--- src/rtl/detector_golpes.sv ---
// detector_golpes: per-pad drum hit detector.
// Each channel compares its sample stream against a calibrated baseline plus threshold, fires a
// single registered golpe pulse per strike, then holds off for HOLDOFF cycles and waits for the
// signal to fall below the hysteresis level before re-arming. The peak of each strike is kept.
//
// Ports:
//   clk       system clock
//   reset     asynchronous, active-high; clears all state
//   muestra   packed samples, channel i at [i*ANCHO +: ANCHO]
//   valido    per-channel sample strobe
//   calibrar  per-channel calibration level; captures the baseline and forces idle
//   golpe     one-cycle hit pulse per channel
//   activo    high while the channel is in hold-off or waiting to re-arm
//   pico      peak sample of the most recent strike, per channel
module detector_golpes #(
  parameter int unsigned CANALES    = 5,
  parameter int unsigned ANCHO      = 12,
  parameter int unsigned UMBRAL     = 800,
  parameter int unsigned HISTERESIS = 400,
  parameter int unsigned HOLDOFF    = 2_500_000
) (
  input  logic                       clk,
  input  logic                       reset,
  input  logic [CANALES*ANCHO-1:0]   muestra,
  input  logic [CANALES-1:0]         valido,
  input  logic [CANALES-1:0]         calibrar,
  output logic [CANALES-1:0]         golpe,
  output logic [CANALES-1:0]         activo,
  output logic [CANALES*ANCHO-1:0]   pico
);

  typedef enum logic [1:0] {
    StReposo  = 2'd0,
    StBloqueo = 2'd1,
    StRearme  = 2'd2
  } estado_e;

  localparam logic [ANCHO:0] UmbralW     = (ANCHO+1)'(UMBRAL);
  localparam logic [ANCHO:0] HisteresisW = (ANCHO+1)'(HISTERESIS);
  localparam logic [21:0]    HoldoffUlt  = 22'(HOLDOFF - 1);

  for (genvar i = 0; i < CANALES; i++) begin : g_canal
    logic [ANCHO-1:0] s;
    logic [ANCHO:0]   suma_disparo, suma_rearme;
    logic [ANCHO-1:0] disparo, rearme;

    estado_e          state_q, state_d;
    logic [ANCHO-1:0] base_q, base_d;
    logic [ANCHO-1:0] pico_q, pico_d;
    logic [21:0]      cnt_q, cnt_d;
    logic             golpe_q, golpe_d;
    logic             cal_q;

    assign s = muestra[i*ANCHO +: ANCHO];

    // Levels saturate at full scale so a high baseline can never wrap to a low trigger level.
    always_comb begin
      suma_disparo = {1'b0, base_q} + UmbralW;
      suma_rearme  = {1'b0, base_q} + HisteresisW;
      disparo      = suma_disparo[ANCHO] ? {ANCHO{1'b1}} : suma_disparo[ANCHO-1:0];
      rearme       = suma_rearme[ANCHO]  ? {ANCHO{1'b1}} : suma_rearme[ANCHO-1:0];
    end

    always_comb begin
      state_d = state_q;
      base_d  = base_q;
      pico_d  = pico_q;
      cnt_d   = cnt_q;
      golpe_d = 1'b0;
      if (calibrar[i]) begin
        // Calibration aborts any strike in progress; pico is left untouched.
        state_d = StReposo;
        cnt_d   = '0;
        if (valido[i]) begin
          base_d = s;
        end
      end else begin
        unique case (state_q)
          StReposo: begin
            // cal_q blocks a hit in the first cycle after calibration is released.
            if (valido[i] && (s > disparo) && !cal_q) begin
              golpe_d = 1'b1;
              pico_d  = s;
              cnt_d   = '0;
              state_d = StBloqueo;
            end
          end
          StBloqueo: begin
            if (valido[i] && (s > pico_q)) begin
              pico_d = s;
            end
            if (cnt_q == HoldoffUlt) begin
              state_d = StRearme;
            end else begin
              cnt_d = cnt_q + 22'd1;
            end
          end
          StRearme: begin
            if (valido[i] && (s < rearme)) begin
              state_d = StReposo;
            end
          end
          default: state_d = StReposo;
        endcase
      end
    end

    always_ff @(posedge clk or posedge reset) begin
      if (reset) begin
        state_q <= StReposo;
        base_q  <= '0;
        pico_q  <= '0;
        cnt_q   <= '0;
        golpe_q <= 1'b0;
        cal_q   <= 1'b0;
      end else begin
        state_q <= state_d;
        base_q  <= base_d;
        pico_q  <= pico_d;
        cnt_q   <= cnt_d;
        golpe_q <= golpe_d;
        cal_q   <= calibrar[i];
      end
    end

    assign golpe[i]                 = golpe_q;
    assign activo[i]                = (state_q != StReposo);
    assign pico[i*ANCHO +: ANCHO]   = pico_q;
  end

endmodule

--- config.mk ---
export PLATFORM = sky130hd
export DESIGN_NAME = detector_golpes
export DESIGN_NICKNAME = d
export VERILOG_FILES = /design/src/rtl/detector_golpes.sv
export SDC_FILE = /design/constraint.sdc
export NUM_CORES = 1
export LEC_CHECK = 0
export CAP_MARGIN = 20
export CORE_MARGIN = 2
export CORE_UTILIZATION = 40
export CTS_BUF_LIST = sky130_fd_sc_hd__clkbuf_8
export DETAILED_ROUTE_END_ITERATION = 10
export DONT_BUFFER_PORTS = 1
export PLACE_DENSITY = 0.61
export SYNTH_ARGS = -nofsm -noshare
export SYNTH_HDL_FRONTEND = slang
export SYNTH_SLANG_ARGS = --single-unit
export TNS_END_PERCENT = 50
--- constraint.sdc ---
create_clock -name clk -period 17.15 [get_ports clk]
set_input_delay 4.2875 -clock clk [delete_from_list [all_inputs] [get_ports clk]]
set_output_delay 4.2875 -clock clk [all_outputs]
set_load 0.01 [all_outputs]
==> results.md <==
* Kind of start point of the critical path: input pin
* Vertical die dimension at 210 um
* Placed Instances at 2290
* Area growth from synthesis to final layout at 8.31%
* DR iter-0 viols at 728
* # resized after CTS at 0
* Static leakage at 8.54 nW
* Sum of net half-perimeters after detailed placement at 28.9 mm
* Maximum fanout count along the critical path at 12
* Clock latency at the later pin of the worst-skew pair at 0.62 ns
* Worst clock skew on the final layout at 0.0232 ns
* Max transition margin at 0.374
* Wire length of the first global-routing pass at 67.1 mm
* Pin count of the biggest net entering global routing at 119
* Final nets at 2064
* Final cell count without fillers at 2379
* Critical path data required time at 17.61 ns
* Most instantiated flip-flop cell in the synthesis netlist: sky130_fd_sc_hd__dfrtp_1
* Summed instance area of the synthesized netlist at 16900 um^2
* Weighted congestion reported at the end of routability-driven placement at 0.869
* # fillers at 4031
* Post-synth EDFFs at 0
* Actual transition at the worst max-transition pin at 0.939 ns
* Cell area power density at 111 nW/um^2
* Clock edge transition at the registers on the reported setup and hold paths at 0.05 ns
* Tightest Hold Check Type: reg -> reg
* Synthesized area per cell at 9.40 um^2
* Post-DR wirelength/cell at 16.8 um
* CTS HTree Levels at 2
* Post-Synthesis Net Count at 2064
* Final Max Slew Viols at 0
* Sequential fraction of the synthesis area at 0.369
* Number of hold-repair buffers added at the cts stage at 0
* Starting density of the core at 0.405
* Max-cap violation count at 0
* Total negative slack for setup checks at 0 ns
* Worst Setup Path Type: in -> reg
* Global Route Usage Sum at 0.184
* Vias per cell at 5.58
* Count of antenna diodes in the layout at 0
* Number of hold violations in the final report at 0
* Number of library cell types mapped by synthesis at 78
* CTS Buf Count at 48
* Fmax achieved at 0.160 GHz
* Crit path arrival time at 6.72 ns
* Final design area excluding fillers at 18300 um^2
* Remaining Overflow, GRT at 0
* Syn. warnings at 0
* Number of nets still failing antenna checks after routing at 0
* # Post-CTS Setup Buffers at 0
* Maximum buffer depth of the clock tree at 3
* Width of the die at 210 um
* # clock sinks at 250
* Area inside the core boundary at 41900 um^2
* Vias after detailed routing at 13.3k
* Cells after Synth at 1802
* First-pass detailed-route iteration total at 5
* Port Buf Inserts at 0
* Final cell utilization of the core at 0.438
* Type of destination of the critical path: flop
* CTS tree: built
* DIE AREA at 44000 um^2
* Setup repair after global routing missed its margin: false
* Post-DP Area at 17400 um^2
* # setup viols final at 0
* Run status: complete, no violations
* DRC viols at 0
* Share of the clock period used by the worst path at 0.365
* Clock tree root buffer cell: sky130_fd_sc_hd__clkbuf_8
* Number of flip-flops and latches in the synthesized netlist at 250
* Row cnt at 75
* Most common library cell in the layout ignoring fill and taps: sky130_fd_sc_hd__dfrtp_1
* Ys async rst share at 1.00
* Layout cell share with drive strength beyond 1 at 0.122
* Clock period minus final worst setup slack at 6.26 ns
* Total routed wirelength at 40.0 mm
* Worst vdd rail ir drop at 0.0605 mV
* Initial antenna violation count at 1
* Leading cell types in the layout, fill and taps excluded: sky130_fd_sc_hd__dfrtp_1 (250), sky130_fd_sc_hd__nor2_1 (211), sky130_fd_sc_hd__ha_1 (190)
* Via count of the first global-routing pass at 13.3k
* I/O pin total at 142
* Worst hold slack at 0.480 ns
[registers in the layout, indices dropped and copies added (netlist names)]
register and cells:
g_canal.pico_q 60, g_canal.state_q 10, g_canal.cnt_q 110, g_canal.cal_q 5
g_canal.golpe_q 5, g_canal.base_q 60
[cell usage after synthesis, drive strengths merged (42+ instances only)]
cell | n | share of area
inv | 97 | 0.021
a21o | 46 | 0.020
nand4 | 67 | 0.025
xor2 | 42 | 0.022
nor2 | 214 | 0.048
dfrtp | 250 | 0.37
o21ai | 125 | 0.037
nand3 | 72 | 0.021
ha | 190 | 0.14
a21oi | 89 | 0.027
mux2 | 115 | 0.079
nand2 | 106 | 0.023
[routing by layer]
metal | track usage | routed length [um] | part of all wire | up-vias
met2 | 0.309 | 19000 | 0.47 | 263
met3 | 0.0425 | 2070 | 0.052 | 71
li1 | - | - | - | 6526
met5 | 0 | 0 | 0 | -
met1 | 0.236 | 18000 | 0.45 | 6426
met4 | 0.0567 | 969 | 0.024 | 0
[logic make-up (layout without fill, tap and decap cells)]
kind of cell             count (synthesis)  after routing  synth area share
AO/OA/AOI/OAI                          366            366             0.137
XOR/XNOR                                72             72            0.0372
adder cells (fa/ha/maj)                190            190             0.140
buffers and inverters                  152            190            0.0381
flip-flops                             250            250             0.369
multiplexers                           128            128            0.0864
AND/OR/NAND/NOR                        644            644             0.191
[per-stage QoR]
stage	power, W	setup slack [ns]
2_1_floorplan	0.00130	5.99
3_3_place_gp	0.00143	10.30
3_5_place_dp	0.00145	10.21
4_1_cts	0.00207	10.88
5_1_grt	0.00220	10.59
6_report	0.00204	10.89
[power by group]
part           internal (W)  switching [W]  total, W
sequential         0.000685       0.000148  0.000834
clock              0.000329       0.000273  0.000602
combinational      0.000293       0.000313  0.000606
total               0.00131       0.000735   0.00204
[cell type report]
class                           instances  area, um^2  share of cell area
Clock buffer                           60         826              0.0450
Timing Repair Buffer                    5        35.0             0.00191
Tap cell                              539         674              0.0368
Clock inverter                         28         146             0.00798
Inverter                               97         372              0.0203
Multi-Input combinational cell       1400       10000               0.547
Sequential cell                       250        6260               0.341
[final timing paths]
check / from / endpoint / slack [ns] / cells past startpoint
worst max-delay path: muestra[5] / g_canal[0].cnt_q[21] / 10.89 / 8
worst min-delay path: g_canal[3].cnt_q[21] / g_canal[3].cnt_q[21] / 0.48 / 1
worst max register to register: g_canal[3].base_q[7] / g_canal[3].pico_q[6] / 13.07 / 11
worst min register to register: g_canal[3].cnt_q[21] / g_canal[3].cnt_q[21] / 0.48 / 1
max in group asynchronous: reset / g_canal[3].base_q[5] / 11.20 / 3
min in group asynchronous: reset / g_canal[2].cnt_q[0] / 3.70 / 1
[worst max-delay path, stage by stage]
cell and delay, ns:
sky130_fd_sc_hd__ha_1 0.28, sky130_fd_sc_hd__a21o_1 0.11, sky130_fd_sc_hd__a21o_1 0.11, sky130_fd_sc_hd__a21oi_1 0.09, sky130_fd_sc_hd__o211ai_1 0.67, sky130_fd_sc_hd__nand2_1 0.32
sky130_fd_sc_hd__nor2_1 0.71, sky130_fd_sc_hd__nor3_1 0.15
Note: power is estimated with default switching activity, not from simulation.
